File: src/rtl/mem_pkg.sv
// Shared types and constants for the burst memory reader.
package mem_pkg;

    localparam int DATA_W        = 32;
    localparam int MEM_WORDS_DEF = 262144;

    typedef enum logic [2:0] {
        ST_IDLE,
        ST_CHECK,
        ST_READ,
        ST_DRAIN,
        ST_FIN
    } state_e;

endpackage

File: src/rtl/mem_rd_fifo.sv
// Two-entry FIFO holding read words and their end-of-burst flag.
module mem_rd_fifo
    import mem_pkg::*;
(
    input  logic              clk,
    input  logic              rst,
    input  logic              wr_en_i,
    input  logic [DATA_W-1:0] wr_data_i,
    input  logic              wr_last_i,
    input  logic              rd_en_i,
    output logic              valid_o,
    output logic [DATA_W-1:0] rd_data_o,
    output logic              rd_last_o,
    output logic [1:0]        count_o
);

    logic [DATA_W-1:0] data_q [2];
    logic [1:0]        last_q;
    logic              wr_ptr_q;
    logic              rd_ptr_q;
    logic [1:0]        count_q;

    // NOTE: the two storage entries are reset so the head reads 0 out of reset;
    // state is only ever assigned with <= so every flop samples pre-edge values.
    always_ff @(posedge clk or posedge rst) begin
        if (rst) begin
            data_q[0] <= '0;
            data_q[1] <= '0;
            last_q    <= '0;
            wr_ptr_q  <= 1'b0;
            rd_ptr_q  <= 1'b0;
            count_q   <= '0;
        end else begin
            if (wr_en_i) begin
                data_q[wr_ptr_q] <= wr_data_i;
                last_q[wr_ptr_q] <= wr_last_i;
                wr_ptr_q         <= ~wr_ptr_q;
            end
            if (rd_en_i) begin
                rd_ptr_q <= ~rd_ptr_q;
            end
            count_q <= count_q + {1'b0, wr_en_i} - {1'b0, rd_en_i};
        end
    end

    assign valid_o   = (count_q != 2'd0);
    assign rd_data_o = data_q[rd_ptr_q];
    assign rd_last_o = last_q[rd_ptr_q] & valid_o;
    assign count_o   = count_q;

endmodule

File: src/rtl/mem_reader.sv
// Burst memory reader: range-checks a request, streams words through a 2-entry FIFO.
// Define MEM_READER_CSUM_EN to add a running 32-bit checksum output (csum).
module mem_reader
    import mem_pkg::*;
#(
    parameter int MEM_WORDS = MEM_WORDS_DEF,
    parameter int LEN_W     = 19
) (
    input  logic              clk,
    input  logic              rst,
    input  logic              start,
    input  logic [31:0]       base,
    input  logic [LEN_W-1:0]  len,
    output logic              busy,
    output logic              done,
    output logic              err,
    output logic              we,
    output logic [31:0]       addr,
    input  logic [31:0]       fromMem,
    output logic              out_valid,
    input  logic              out_ready,
    output logic [DATA_W-1:0] out_data,
    output logic              out_last
`ifdef MEM_READER_CSUM_EN
    ,
    output logic [DATA_W-1:0] csum
`endif
);

    state_e           state_q, state_d;
    logic [29:0]      base_q;
    logic [LEN_W-1:0] len_q;
    logic [LEN_W-1:0] rem_q, rem_d;
    logic [31:0]      addr_q;
    logic             err_q, err_d;
    logic             infl_q, infl_last_q;

    logic             accept, issue, pop;
    logic [31:0]      issue_addr;
    logic [1:0]       fifo_cnt;
    logic [2:0]       occ_sum;
    logic [32:0]      span;
    logic             unused_base_bits;

    assign unused_base_bits = ^base[1:0];
    assign pop     = out_valid & out_ready;
    // A word popped this cycle frees its slot in time for a read issued now.
    assign occ_sum = {1'b0, fifo_cnt} + {2'b0, infl_q} - {2'b0, pop};
    assign span    = {3'b0, base_q} + 33'(len_q);

    // NOTE: every signal driven here gets a default first, so no path infers a latch.
    always_comb begin
        state_d    = state_q;
        rem_d      = rem_q;
        err_d      = err_q;
        accept     = 1'b0;
        issue      = 1'b0;
        issue_addr = addr_q + 32'd4;
        case (state_q)
            ST_IDLE: begin
                if (start) begin
                    accept  = 1'b1;
                    err_d   = 1'b0;
                    state_d = ST_CHECK;
                end
            end
            ST_CHECK: begin
                if (len_q == '0) begin
                    state_d = ST_FIN;
                end else if (span > 33'(MEM_WORDS)) begin
                    err_d   = 1'b1;
                    state_d = ST_FIN;
                end else begin
                    // First read goes out here so data reaches the FIFO two cycles after start.
                    issue      = 1'b1;
                    issue_addr = {base_q, 2'b00};
                    rem_d      = len_q - LEN_W'(1);
                    state_d    = (len_q == LEN_W'(1)) ? ST_DRAIN : ST_READ;
                end
            end
            ST_READ: begin
                if (occ_sum < 3'd2) begin
                    issue = 1'b1;
                    rem_d = rem_q - LEN_W'(1);
                    if (rem_q == LEN_W'(1)) state_d = ST_DRAIN;
                end
            end
            ST_DRAIN: begin
                if (pop && out_last) state_d = ST_FIN;
            end
            ST_FIN:  state_d = ST_IDLE;
            default: state_d = ST_IDLE;
        endcase
    end

    always_ff @(posedge clk or posedge rst) begin
        if (rst) begin
            state_q     <= ST_IDLE;
            base_q      <= '0;
            len_q       <= '0;
            rem_q       <= '0;
            addr_q      <= '0;
            err_q       <= 1'b0;
            infl_q      <= 1'b0;
            infl_last_q <= 1'b0;
        end else begin
            state_q     <= state_d;
            rem_q       <= rem_d;
            err_q       <= err_d;
            infl_q      <= issue;
            infl_last_q <= issue && (rem_d == '0);
            if (accept) begin
                base_q <= base[31:2];
                len_q  <= len;
            end
            if (issue) addr_q <= issue_addr;
        end
    end

    assign addr = issue ? issue_addr : addr_q;
    assign busy = (state_q != ST_IDLE);
    assign done = (state_q == ST_FIN);
    assign err  = err_q;
    assign we   = 1'b0;

    mem_rd_fifo u_fifo (
        .clk       (clk),
        .rst       (rst),
        .wr_en_i   (infl_q),
        .wr_data_i (fromMem),
        .wr_last_i (infl_last_q),
        .rd_en_i   (pop),
        .valid_o   (out_valid),
        .rd_data_o (out_data),
        .rd_last_o (out_last),
        .count_o   (fifo_cnt)
    );

`ifdef MEM_READER_CSUM_EN
    logic [DATA_W-1:0] csum_q;

    always_ff @(posedge clk or posedge rst) begin
        if (rst) begin
            csum_q <= '0;
        end else if (accept) begin
            csum_q <= '0;
        end else if (pop) begin
            csum_q <= csum_q + out_data;
        end
    end

    assign csum = csum_q;
`endif

endmodule

File: config.mk
export PLATFORM = sky130hd
export DESIGN_NAME = mem_reader
export DESIGN_NICKNAME = d
export VERILOG_FILES = /design/src/rtl/mem_pkg.sv /design/src/rtl/mem_rd_fifo.sv /design/src/rtl/mem_reader.sv
export SDC_FILE = /design/constraint.sdc
export NUM_CORES = 1
export LEC_CHECK = 0
export CELL_PAD_IN_SITES_DETAIL_PLACEMENT = 0
export CELL_PAD_IN_SITES_GLOBAL_PLACEMENT = 2
export CORE_MARGIN = 2
export CORE_UTILIZATION = 38
export CTS_BUF_LIST = sky130_fd_sc_hd__clkbuf_2
export DETAILED_ROUTE_END_ITERATION = 16
export GPL_ROUTABILITY_DRIVEN = 0
export GPL_TIMING_DRIVEN = 0
export PLACE_DENSITY = 0.87
export SLEW_MARGIN = 20
export SYNTH_ARGS = -nofsm -noshare
export SYNTH_HDL_FRONTEND = slang
export SYNTH_SLANG_ARGS = --single-unit
File: constraint.sdc
create_clock -name clk -period 14.4 [get_ports clk]
set_input_delay 1.44 -clock clk [delete_from_list [all_inputs] [get_ports clk]]
set_output_delay 1.44 -clock clk [all_outputs]
set_load 0.02 [all_outputs]
==> impl_metrics.json <==
{
  "status": "complete, no violations",
  "combPwrFrac_pct": 48.0,
  "syn_nets": 1056,
  "yosys_warnings": 0,
  "die_area_um2": 27000,
  "numCtsBuffers": 17,
  "leakage_nw": 4.90,
  "htree_levels": 4,
  "crit_arrival_ns": 6.70,
  "worstSetupEndpointType": "output port",
  "ys_ff_latch": 176,
  "syn-cell-area_um2": 9760,
  "wl_met3_mm": 1.29,
  "drc_errors": 0,
  "maxCapViolCount": 0,
  "drt-initial-drc-count": 442,
  "cts_tree": "done",
  "ff2ff_setup_slack_ns": 9.04,
  "final-setup-viol-count": 0,
  "cts_root_buffer": "clkbuf_2",
  "worstSetupPathType": "reg2out",
  "ir_worst_vdd_mv": 0.0937,
  "fin_util_pct": 47.6,
  "synthFlopType": "dfrtp_1",
  "grt_max_degree": 101,
  "first_global_vias": 7634,
  "clk_pin_slew_worst_paths_ns": 0.32,
  "fmax_ghz": 0.123,
  "period_needed_ns": 8.14,
  "power.total_mw": 1.86,
  "instances_no_fill": 1459,
  "tightest_slew_ns": 0.869,
  "grt_first_pass_wirelength_mm": 40.9,
  "intPower_mw": 1.12,
  "dr_total_vias": 7771,
  "hold_buffers": 0,
  "ant_nets": 0,
  "synth_area_leaders": "dfrtp_1, mux2_2, nand2_1",
  "switching_share_pct": 39.9,
  "grt_overflow": 0,
  "start_util_pct": 38.7,
  "clockBufferDepth": 2,
  "vias_per_cell": 5.33,
  "drive_gt1_share_pct": 17.8,
  "hold_viol": 0,
  "rows": 58,
  "clock_latency_ns": 0.77,
  "pre_cts_slack_ns": 7.16,
  "hp-class": "reg2reg",
  "area_growth_pct": 22.8,
  "async_reset_ff_share_pct": 100,
  "top_layer_used": "met4",
  "hold_slack_ns": 0.513,
  "post-route-cell-area_um2": 12000,
  "multi_input_area_um2": 5100,
  "fin_nets": 1229,
  "relSlewSlack_pct": 41.8,
  "setup_slack_ns": 6.26,
  "nFillCells": 2390,
  "core_area_um2": 25200,
  "antenna_found_initial": 1,
  "portBuffers": 153,
  "met1Wirelength_mm": 12.2,
  "cts_sinks": 176,
  "p_clk_share_pct": 13.9,
  "fin_tns_setup_ns": 0,
  "routed_wl_mm": 26.1,
  "synth_cell_types": 72,
  "fin_crit_sh_pct": 56.5,
  "pwr-share-seq_pct": 38.1,
  "critPathLaunchType": "flop",
  "post_dp_cell_area_um2": 11700,
  "synth_top_cell_by_area": "dfrtp_1",
  "synthTopCellsByCount": "dfrtp_1, mux2_2, nand2_1",
  "synth.most_common_cell": "dfrtp_1",
  "netlist_instances": 941,
  "cts-resized-gates": 0,
  "cts_setup_buffers": 0,
  "drtPass1Iterations": 6,
  "dp_hpwl_mm": 19.8,
  "drv_slew": 0,
  "synth-seq-area-share_pct": 45.1,
  "grt_usage_pct": 19.5,
  "crit_fanout": 10,
  "place_inst": 1425,
  "synth_top_area_share_pct": 45.1,
  "wl_per_cell_um": 17.9,
  "met2_wirelength_mm": 12.0,
  "io_pins": 157,
  "crit_required_ns": 12.96,
  "clock_skew_ns": 0.0431,
  "grt_setup_unrepaired": "false",
  "die_y_um": 164,
  "p_sw_mw": 0.743,
  "synth_edf_count": 0,
  "die_w_um": 164,
  "power_density_nw_per_um2": 156,
  "synth_area_per_cell_um2": 10.4,
  "regArea_um2": 4400
}
placed cells by master (no fill, tap or decap), types with 25 or more instances in the layout:
cell type	netlist	routed
mux2_2	146	146
clkbuf_1	33	33
clkdlybuf4s50_1	0	153
a21oi_1	29	29
nor2_1	66	66
ha_1	26	26
dfrtp_1	176	176
nand2_1	94	94
xor2_1	25	25
o21ai_0	54	54
power groups by stage:
stage / combinational, mW / clock [mW] / sequential (mW)
detailed placement: 0.900 / 0 / 0.721
global route: 0.967 / 0.295 / 0.729
finish: 0.895 / 0.258 / 0.710
CTS: 0.904 / 0.271 / 0.710
floorplan: 0.572 / 0 / 0.695
global placement: 0.891 / 0 / 0.716
routing by layer:
| layer | GRT usage [%] | up-vias |
|---|---|---|
| met5 | 0 | - |
| met4 | 6.38 | 0 |
| met3 | 3.59 | 28 |
| met2 | 31.3 | 233 |
| met1 | 26.8 | 3728 |
| li1 | - | 3782 |
sequential cells by signal, summed over array words and instances (netlist names):
name,count
state_q,3
infl_last_q,1
u_fifo.count_o,2
u_fifo.data_q,64
base_q,30
u_fifo.rd_ptr_q,1
addr_q,32
len_q,19
rem_q,19
u_fifo.wr_ptr_q,1
u_fifo.last_q,2
err,1
infl_q,1
kinds of logic after synthesis:
logic type                 Yosys count  synth area share, %
and+or+nand+nor                    295                 14.7
AOI/OAI and AO/OA                  178                 12.0
DFF                                176                 45.1
muxes                              153                 17.6
buffers and inverters               63                 2.60
xor gates and xnor gates            47                 4.22
adders and majority gates           28                 3.74
other                                1               0.0384
cell type report:
cell class	count	area share, %
Inverter	19	0.658
Antenna cell	2	0.0418
Clock buffer	17	0.710
Clock inverter	15	1.26
Sequential cell	176	36.8
Buffer	44	1.53
Multi-Input combinational cell	702	42.6
Tap cell	330	3.45
Timing Repair Buffer	154	13.0
path summary, 6_finish.rpt:
path,startpoint,to,depth (start not counted)
worst min-delay path,u_fifo.wr_ptr_q,u_fifo.wr_ptr_q,1
max in group asynchronous,rst,len_q[11],3
worst min register to register,u_fifo.wr_ptr_q,u_fifo.wr_ptr_q,1
worst max-delay path,len_q[4],addr[19],16
min in group asynchronous,rst,u_fifo.data_q[27],2
worst max register to register,len_q[4],addr_q[19],15
worst max-delay path: stages, from the launching register on:
cell             delay [ns]
dfrtp_1                0.51
ha_1                   0.40
a21o_1                 0.23
a31oi_1                0.20
and2_1                 0.15
clkbuf_1               0.24
mux2_2                 0.38
a2111oi_2              0.31
o311ai_0               0.25
o41ai_1                0.61
and4_1                 0.28
clkbuf_1               0.36
clkbuf_1               0.56
buf_1                  0.51
nand2_1                0.13
o21ai_0                0.14
clkdlybuf4s50_1        0.66
Power figures use the tool's default switching activity.
